$ cat config.mk
export PLATFORM = sky130hd
export DESIGN_NAME = eei_host_sequencer
export DESIGN_NICKNAME = d
export VERILOG_FILES = /design/src/rtl/eei_host_sequencer.sv
export SDC_FILE = /design/constraint.sdc
export NUM_CORES = 1
export LEC_CHECK = 0
export CAP_MARGIN = 20
export CELL_PAD_IN_SITES_DETAIL_PLACEMENT = 1
export CELL_PAD_IN_SITES_GLOBAL_PLACEMENT = 2
export CORE_AREA = 3 3 280 144
export CTS_BUF_LIST = sky130_fd_sc_hd__clkbuf_16
export DETAILED_ROUTE_END_ITERATION = 8
export DIE_AREA = 0 0 283 147
export PLACE_DENSITY = 0.93
export SKIP_LAST_GASP = 1
export SYNTH_ARGS = -nofsm -noshare
export SYNTH_HDL_FRONTEND = slang
export SYNTH_SLANG_ARGS = --single-unit
$ cat constraint.sdc
create_clock -name clk -period 9.5 [get_ports clk]
set_input_delay 0.95 -clock clk [delete_from_list [all_inputs] [get_ports clk]]
set_output_delay 0.95 -clock clk [all_outputs]
set_load 0.02 [all_outputs]
$ cat src/rtl/eei_host_sequencer.sv
// Host-side sequencer for the RV32IMF core EEI port: turns host word commands into
// memory, register-file and run/abort sequences, returning one response per command.
module eei_host_sequencer #(
    parameter int unsigned TIMEOUT_CYCLES = 1000000,
    parameter int unsigned CNT_W          = 32
) (
    input  logic             clk,
    input  logic             rst,
    input  logic             cmd_valid,
    output logic             cmd_ready,
    input  logic [2:0]       cmd_op,
    input  logic [31:0]      cmd_addr,
    input  logic [31:0]      cmd_data,
    output logic             rsp_valid,
    input  logic             rsp_ready,
    output logic [31:0]      rsp_data,
    output logic [2:0]       rsp_status,
    output logic             pm_sel,
    output logic             pm_valid,
    output logic             pm_rw,
    output logic [31:0]      pm_addr,
    output logic [31:0]      pm_wdata,
    input  logic             pm_ready,
    input  logic             pm_oor,
    input  logic [31:0]      pm_rdata,
    output logic             dm_sel,
    output logic             dm_valid,
    output logic             dm_rw,
    output logic [31:0]      dm_addr,
    output logic [31:0]      dm_wdata,
    input  logic             dm_ready,
    input  logic             dm_oor,
    input  logic [31:0]      dm_rdata,
    output logic             rf_sel,
    output logic [4:0]       rf_rs1_add,
    output logic             rf_rs1_fp,
    output logic [4:0]       rf_wb_add,
    output logic             rf_wb_fp,
    output logic [31:0]      rf_wb_data,
    output logic             rf_do_wb,
    input  logic [31:0]      rf_rs1_data,
    output logic             core_start,
    output logic             core_rst,
    output logic [31:0]      core_init_pc,
    input  logic             core_ready,
    input  logic [1:0]       core_exit,
    input  logic [31:0]      core_pc,
    output logic [CNT_W-1:0] run_cycles
);

    localparam logic [2:0] OP_RRD = 3'd4;
    localparam logic [2:0] OP_RWR = 3'd5;
    localparam logic [2:0] OP_RUN = 3'd6;
    localparam logic [CNT_W-1:0] TIMEOUT_VAL = CNT_W'(TIMEOUT_CYCLES);
    localparam logic [CNT_W-1:0] CNT_MAX     = {CNT_W{1'b1}};
    localparam logic [CNT_W-1:0] CNT_ONE     = {{(CNT_W-1){1'b0}}, 1'b1};
    localparam logic             TIMEOUT_EN  = (TIMEOUT_CYCLES != 32'd0);

    typedef enum logic [2:0] {
        S_IDLE     = 3'd0,
        S_MEM      = 3'd1,
        S_RREAD    = 3'd2,
        S_RWRITE   = 3'd3,
        S_RUN_WAIT = 3'd4,
        S_ABORT    = 3'd5,
        S_RESP     = 3'd6
    } state_t;

    state_t           state_r;
    state_t           state_next_s;
    logic [2:0]       op_r;
    logic [31:0]      addr_r;
    logic [31:0]      data_r;
    logic             rread_phase_r;
    logic [31:0]      rsp_data_r;
    logic [2:0]       rsp_status_r;
    logic [CNT_W-1:0] run_cycles_r;

    logic             mem_pm_s;
    logic             mem_wr_s;
    logic             mem_ready_s;
    logic             mem_oor_s;
    logic [31:0]      mem_rdata_s;
    logic             timeout_s;
    logic             wb_x0_s;

    // Ops 0/1 address program memory, 2/3 data memory; even ops are writes.
    assign mem_pm_s    = (op_r[2:1] == 2'b00);
    assign mem_wr_s    = ~op_r[0];
    assign mem_ready_s = mem_pm_s ? pm_ready : dm_ready;
    assign mem_oor_s   = mem_pm_s ? pm_oor   : dm_oor;
    assign mem_rdata_s = mem_pm_s ? pm_rdata : dm_rdata;
    assign timeout_s   = TIMEOUT_EN && (run_cycles_r == TIMEOUT_VAL);
    assign wb_x0_s     = ~addr_r[5] & (addr_r[4:0] == 5'd0);

    assign rsp_data   = rsp_data_r;
    assign rsp_status = rsp_status_r;
    assign run_cycles = run_cycles_r;

    // State register
    always_ff @(posedge clk or posedge rst) begin
        if (rst) begin
            state_r <= S_IDLE;
        end else begin
            state_r <= state_next_s;
        end
    end

    // Next-state logic; a core_ready seen together with the timeout wins
    always_comb begin
        state_next_s = state_r;
        case (state_r)
            S_IDLE: begin
                if (cmd_valid) begin
                    case (cmd_op)
                        3'd0, 3'd1, 3'd2, 3'd3: state_next_s = S_MEM;
                        OP_RRD:                 state_next_s = S_RREAD;
                        OP_RWR:                 state_next_s = S_RWRITE;
                        OP_RUN:                 state_next_s = S_RUN_WAIT;
                        default:                state_next_s = S_RESP;
                    endcase
                end else begin
                    state_next_s = S_IDLE;
                end
            end
            S_MEM: begin
                if (mem_ready_s || mem_oor_s) begin
                    state_next_s = S_RESP;
                end else begin
                    state_next_s = S_MEM;
                end
            end
            S_RREAD: begin
                if (rread_phase_r) begin
                    state_next_s = S_RESP;
                end else begin
                    state_next_s = S_RREAD;
                end
            end
            S_RWRITE: state_next_s = S_RESP;
            S_RUN_WAIT: begin
                if (core_ready) begin
                    state_next_s = S_RESP;
                end else if (timeout_s) begin
                    state_next_s = S_ABORT;
                end else begin
                    state_next_s = S_RUN_WAIT;
                end
            end
            S_ABORT: state_next_s = S_RESP;
            S_RESP: begin
                if (rsp_ready) begin
                    state_next_s = S_IDLE;
                end else begin
                    state_next_s = S_RESP;
                end
            end
            default: state_next_s = S_IDLE;
        endcase
    end

    // Command latch, response capture and run-cycle counter
    always_ff @(posedge clk or posedge rst) begin
        if (rst) begin
            op_r          <= 3'd0;
            addr_r        <= 32'd0;
            data_r        <= 32'd0;
            rread_phase_r <= 1'b0;
            rsp_data_r    <= 32'd0;
            rsp_status_r  <= 3'b000;
            run_cycles_r  <= {CNT_W{1'b0}};
        end else begin
            case (state_r)
                S_IDLE: begin
                    if (cmd_valid) begin
                        op_r          <= cmd_op;
                        addr_r        <= cmd_addr;
                        data_r        <= cmd_data;
                        rread_phase_r <= 1'b0;
                        if (cmd_op == OP_RUN) begin
                            run_cycles_r <= {CNT_W{1'b0}};
                        end
                        if (cmd_op == 3'd7) begin
                            rsp_data_r   <= 32'd0;
                            rsp_status_r <= 3'b010;
                        end
                    end
                end
                S_MEM: begin
                    if (mem_oor_s) begin
                        rsp_data_r   <= 32'd0;
                        rsp_status_r <= 3'b001;
                    end else if (mem_ready_s) begin
                        rsp_data_r   <= mem_wr_s ? 32'd0 : mem_rdata_s;
                        rsp_status_r <= 3'b000;
                    end
                end
                S_RREAD: begin
                    rread_phase_r <= 1'b1;
                    if (rread_phase_r) begin
                        rsp_data_r   <= rf_rs1_data;
                        rsp_status_r <= 3'b000;
                    end
                end
                S_RWRITE: begin
                    rsp_data_r   <= 32'd0;
                    rsp_status_r <= 3'b000;
                end
                S_RUN_WAIT: begin
                    if (core_ready) begin
                        rsp_data_r   <= core_pc;
                        rsp_status_r <= {1'b1, core_exit};
                    end else if (!timeout_s && (run_cycles_r != CNT_MAX)) begin
                        run_cycles_r <= run_cycles_r + CNT_ONE;
                    end
                end
                S_ABORT: begin
                    rsp_data_r   <= core_pc;
                    rsp_status_r <= 3'b011;
                end
                default: begin
                end
            endcase
        end
    end

    // Output decode; the core owns its buses whenever no *_sel is raised
    always_comb begin
        cmd_ready    = 1'b0;
        rsp_valid    = 1'b0;
        pm_sel       = 1'b0;
        pm_valid     = 1'b0;
        pm_rw        = 1'b0;
        pm_addr      = 32'd0;
        pm_wdata     = 32'd0;
        dm_sel       = 1'b0;
        dm_valid     = 1'b0;
        dm_rw        = 1'b0;
        dm_addr      = 32'd0;
        dm_wdata     = 32'd0;
        rf_sel       = 1'b0;
        rf_rs1_add   = 5'd0;
        rf_rs1_fp    = 1'b0;
        rf_wb_add    = 5'd0;
        rf_wb_fp     = 1'b0;
        rf_wb_data   = 32'd0;
        rf_do_wb     = 1'b0;
        core_start   = 1'b0;
        core_rst     = 1'b0;
        core_init_pc = 32'd0;
        case (state_r)
            S_IDLE: cmd_ready = 1'b1;
            S_MEM: begin
                if (mem_pm_s) begin
                    pm_sel   = 1'b1;
                    pm_valid = 1'b1;
                    pm_rw    = mem_wr_s;
                    pm_addr  = addr_r;
                    pm_wdata = data_r;
                end else begin
                    dm_sel   = 1'b1;
                    dm_valid = 1'b1;
                    dm_rw    = mem_wr_s;
                    dm_addr  = addr_r;
                    dm_wdata = data_r;
                end
            end
            S_RREAD: begin
                rf_sel     = 1'b1;
                rf_rs1_add = addr_r[4:0];
                rf_rs1_fp  = addr_r[5];
            end
            S_RWRITE: begin
                rf_sel     = 1'b1;
                rf_wb_add  = addr_r[4:0];
                rf_wb_fp   = addr_r[5];
                rf_wb_data = data_r;
                rf_do_wb   = ~wb_x0_s;
            end
            S_RUN_WAIT: begin
                core_start   = 1'b1;
                core_init_pc = data_r;
            end
            S_ABORT: core_rst = 1'b1;
            S_RESP: rsp_valid = 1'b1;
            default: begin
            end
        endcase
    end

endmodule

After elaboration in Yosys (flattened, before gate mapping). Cells that the tools add are included.

Logic and storage cells: 114. Register bits: 138. Bits in latches: 0. Bits in writable memories: 0. Bits in read-only memories: 0. Output and inout bits: 283. Memories kept: 0. Input port bits: 206.

Multipliers: 0. Equality and inequality tests: 23. Multiplexer cells: 61. Shift operators: 0. Div/mod/pow operators: 0. Bitwise logic cells: 4. Magnitude comparators: 0. Add/sub/neg operators: 1. Reductions and logical operators: 17.

Operators with widths (count): 2-to-1 mux 32 bit (22); one-hot mux 32 bit (6 select lines) (1); one-hot mux 32 bit (2 select lines) (1); one-hot mux 3 bit (6 select lines) (2); adder 32 x 1 -> 32 bit, second input constant (1); equality test 32 x 20 -> 1 bit, second input constant (1); != test 32 bit, second input constant (1); 2-to-1 mux 3 bit (10); equality test 3 bit, second input constant (7); 2-to-1 mux 1 bit (20); != test 2 bit, second input constant (7); equality test 3 x 2 -> 1 bit, second input constant (4); one-hot mux 3 bit (4 select lines) (1); 2-to-1 mux 5 bit (2); equality test 3 x 1 -> 1 bit, second input constant (2); zero test 3 bit (2); AND reduction 6 bit (1); nonzero test 6 bit (1); zero test 5 bit (1); AND reduction 5 bit (1); AND reduction 2 bit (2); nonzero test 2 bit (2); OR reduction 2 bit (2); OR reduction 4 bit (1); 9 further kinds (11).

Logic depth before layout (Yosys ltp).
Word-level depth: 6. Mapped depth: 9. Depth with buffers taken out: 7.

Least setup slack after synthesis. OpenSTA, ideal clock, no wires.

Path kind: register to output. Start point: reg state_r[1]. End point: out rf_do_wb. Arrival time: 1751 ps. Buffers on the path: 3. Cell stages (with the launch flop): 6. Data required time: 8550 ps. Path slack: 6799 ps. Cells stage by stage: dfrtp_1 clkbuf_1 nor2b_1 clkbuf_1 clkbuf_1 o311a_1.

Word-level cells in the longest chain between the ends: 2.

RTL lines: from (decl) (line 69) `state_t state_r;`; from (signal assigned) (line 105) `state_r <= state_next_s;`; equality test 3 x 2 -> 1 bit (line 251) `case (state_r)`; 2-to-1 mux 1 bit (line 251); to (decl) (line 40) `output logic rf_do_wb,`.

Every way passes these cells.

Worst setup path after layout.
Start point: reg state_r[0]. End point: out pm_addr[6].

Word-level cells in the longest chain between the ends: 2.

RTL lines: equality test 3 x 1 -> 1 bit (line 251); 2-to-1 mux 32 bit (line 251); to (decl) (line 21) `output logic [31:0] pm_addr,`.

Every way passes these cells.

==> run summary <==
Peak VDD IR: 0.113 mV
Htree depth: 4
Worst hold path type: reg2reg
Status: finished, final reports clean
Post-synthesis async set-or-reset flop share: 100%
Top Ports: 489
RSZ-0062 raised after global routing: no
Gpl congestion: 0.847
Final Total Pwr: 3.30 mW
Leak pwr: 6.03 nW
Final setup fails: 0
Ys flop type: dfrtp_1
DRC Markers: 0
Crit. End Element: output pin
Die X-Extent: 283 µm
Row cnt: 50
Via/cell ratio: 4.72
Synthesized instance count: 1009
Hold buffer count at cts: 0
Post-CTS Setup Inserts: 0
N_diodes: 0
Final setup slack of the worst path: 4650 ps
Initial Util: 22.2%
Clock sink count: 138
Worst Path Arrival: 3900 ps
Crit path kind: reg2out
Root buf cell: clkbuf_16
Full die area: 0.0416 mm²
Nature of the critical path startpoint: register
Post-synth EDFFs: 0
Slowest cell delay on critical path: 910 ps
Clock-pin slew on the worst setup and hold paths: 60 ps
Core outline area: 0.0376 mm²
Gr ovfl total: 0
Clock Path Buffers: 2
Largest net degree at the start of global routing: 72
Synthesized cell area: 0.00834 mm²
Top sig layer: met5
Number of nets with antenna violations after routing: 0
Register area share after synthesis: 41.4%
Worst slack at placement: 5090 ps
Detail Route met3 WL: 1530 µm
Met2 wire len: 22900 µm
Drt pass-1 iters: 8
Port buffer count: 488
Required @ worst endpoint: 8550 ps
DIE HEIGHT: 147 µm
CP max FO: 57
Final Hold Fails: 0
Critical path's slowest cell: dfrtp_2
Initial antenna violation count: 5
Syn nets: 1217
Syn-to-layout area delta: 70.4%
Period utilization: 51.0%
Layout Nets: 1646
Critical-path cell list: nand2_1 -> nor3_2 -> buf_4 -> and2_1 -> clkdlybuf4s50_1
Seq cells post-synth: 138
Layout Utilization: 37.8%
First-pass GRT wire length: 64400 µm
Drt wl/cell: 22.1 µm
Least-Margin Pin Slew: 1060 ps
Setup TNS: 0 ps
Netlist cell types: 56
Maxcap violations: 0
Post-DP HPWL: 33300 µm
CTS tree: yes
# resized after CTS: 0
CTS Buf Count: 17
Final hold slack: 482 ps
Clock Latency Late Sink: 440 ps
Fmax: 206 MHz
Vias post-DR: 9311
Number of global-route vias before repair: 9580
Pwr/cell area: 232 mW/mm²
GR Util All Layers: 20.2%
Slew HR: 29.1%
Post-layout min period: 4850 ps
Avg Inst Size Synth: 8.27 µm²
Fin Clk Skew: 14.3 ps
Synth Warn #: 0
Post-Route M1 WL: 17900 µm
Share of cells above drive strength 1: 6.55%
Final Max Slew Viols: 0
Iter 0 DRT Violations: 661
Drt total wl: 43500 µm
flip-flops by register name, indices dropped and copies added (netlist names):
register,cells
state_r,3
run_cycles,32
rsp_data,32
rsp_status,3
rread_phase_r,1
data_r,32
addr_r,32
op_r,3
placed cells by master, fill, tap and decap left out, types with 4 or more instances in the layout:
cell	netlist	final
and4_1	4	4
and2_1	134	133
nor2_1	22	21
a21oi_1	4	4
nand2_1	260	259
clkinvlp_4	0	4
nor3_1	17	16
clkdlybuf4s50_1	0	488
nand3_1	12	12
clkbuf_16	0	17
nand4_1	9	9
buf_4	2	12
and3_1	83	83
inv_1	9	9
inv_6	0	5
nor4_1	7	7
o21ai_0	47	47
a31oi_1	42	42
dfrtp_1	138	137
o21ai_1	5	5
mux2_2	33	33
a222oi_1	32	32
through the flow:
step           cells  instance area (µm²)
4_1_cts         1971                14200
6_report        1971                14200
5_1_grt         1971                14200
3_5_place_dp    1939                13600
3_3_place_gp    1939                13600
2_1_floorplan   1009                 8340
area by class of cell:
cell class	instances	area [µm²]
Tap cell	520	651
Timing Repair Buffer	500	4970
Fill cell	4382	23400
Sequential cell	138	3450
Clock inverter	15	165
Clock buffer	17	425
Multi-Input combinational cell	772	4510
Inverter	9	38.8
final timing paths:
check                                  start       endpoint  slack [ps]  depth (start not counted)
worst min register to register  rsp_data[21]   rsp_data[21]         480                          2
worst min-delay path            rsp_data[21]   rsp_data[21]         480                          2
worst max-delay path              state_r[0]     pm_addr[6]        4650                          5
worst max register to register    state_r[2]  run_cycles[3]        5800                          6
min in group asynchronous                rst     addr_r[12]        1000                          2
max in group asynchronous                rst     data_r[11]        7050                          3
Yosys cell counts (3+ instances only):
cell type,count,area (µm²)
nand2_1,260,976
nor3_1,17,85.1
nand4_1,9,56.3
inv_1,9,33.8
and2_1,134,838
a31oi_1,42,263
buf_1,3,11.3
or4_1,3,22.5
buf_2,4,20.0
mux2i_1,3,30.0
o21a_1,3,22.5
o21ai_0,47,235
a21o_1,3,22.5
buf_6,6,67.6
dfrtp_1,138,3450
nor2_1,22,82.6
clkbuf_1,75,282
nor2b_1,3,18.8
or3_1,3,18.8
nand3_1,12,60.1
nor4_1,7,43.8
o21ai_1,5,25.0
a41oi_1,3,26.3
and4_1,4,35.0
and3_1,83,519
nand3b_1,3,22.5
nand2b_1,3,18.8
mux2_2,33,372
a222oi_1,32,320
o22ai_1,3,18.8
a21oi_1,4,20.0
worst max-delay path: cells and delay by family, from the launching register on:
| family | cells | cell delay, ps |
|---|---|---|
| buf+inv | 2 | 1140 |
| flops | 1 | 910 |
| simple gates | 3 | 1400 |
layer usage:
metal | vias up | GRT usage [%]
met5 | - | 0
met4 | 6 | 6.22
met3 | 66 | 3.18
met2 | 175 | 36.5
met1 | 4689 | 24.7
li1 | 4375 | -
power by group:
part | switching [mW] | internal (mW) | total [mW]
registers | 0.297 | 0.794 | 1.09
clock network | 0.298 | 0.392 | 0.690
logic | 0.890 | 0.632 | 1.52
total | 1.49 | 1.82 | 3.30
logic make-up (layout without fill, tap and decap cells):
logic type	Yosys count	after routing	synth area share, %
muxes	36	36	4.82
buffers and inverters	99	541	5.15
and+or+nand+nor	574	574	34.8
AOI/OAI and AO/OA	160	160	13.5
DFF	138	138	41.4
adders and majority gates	2	2	0.300
No activity file was read; power rests on OpenSTA's default activity.
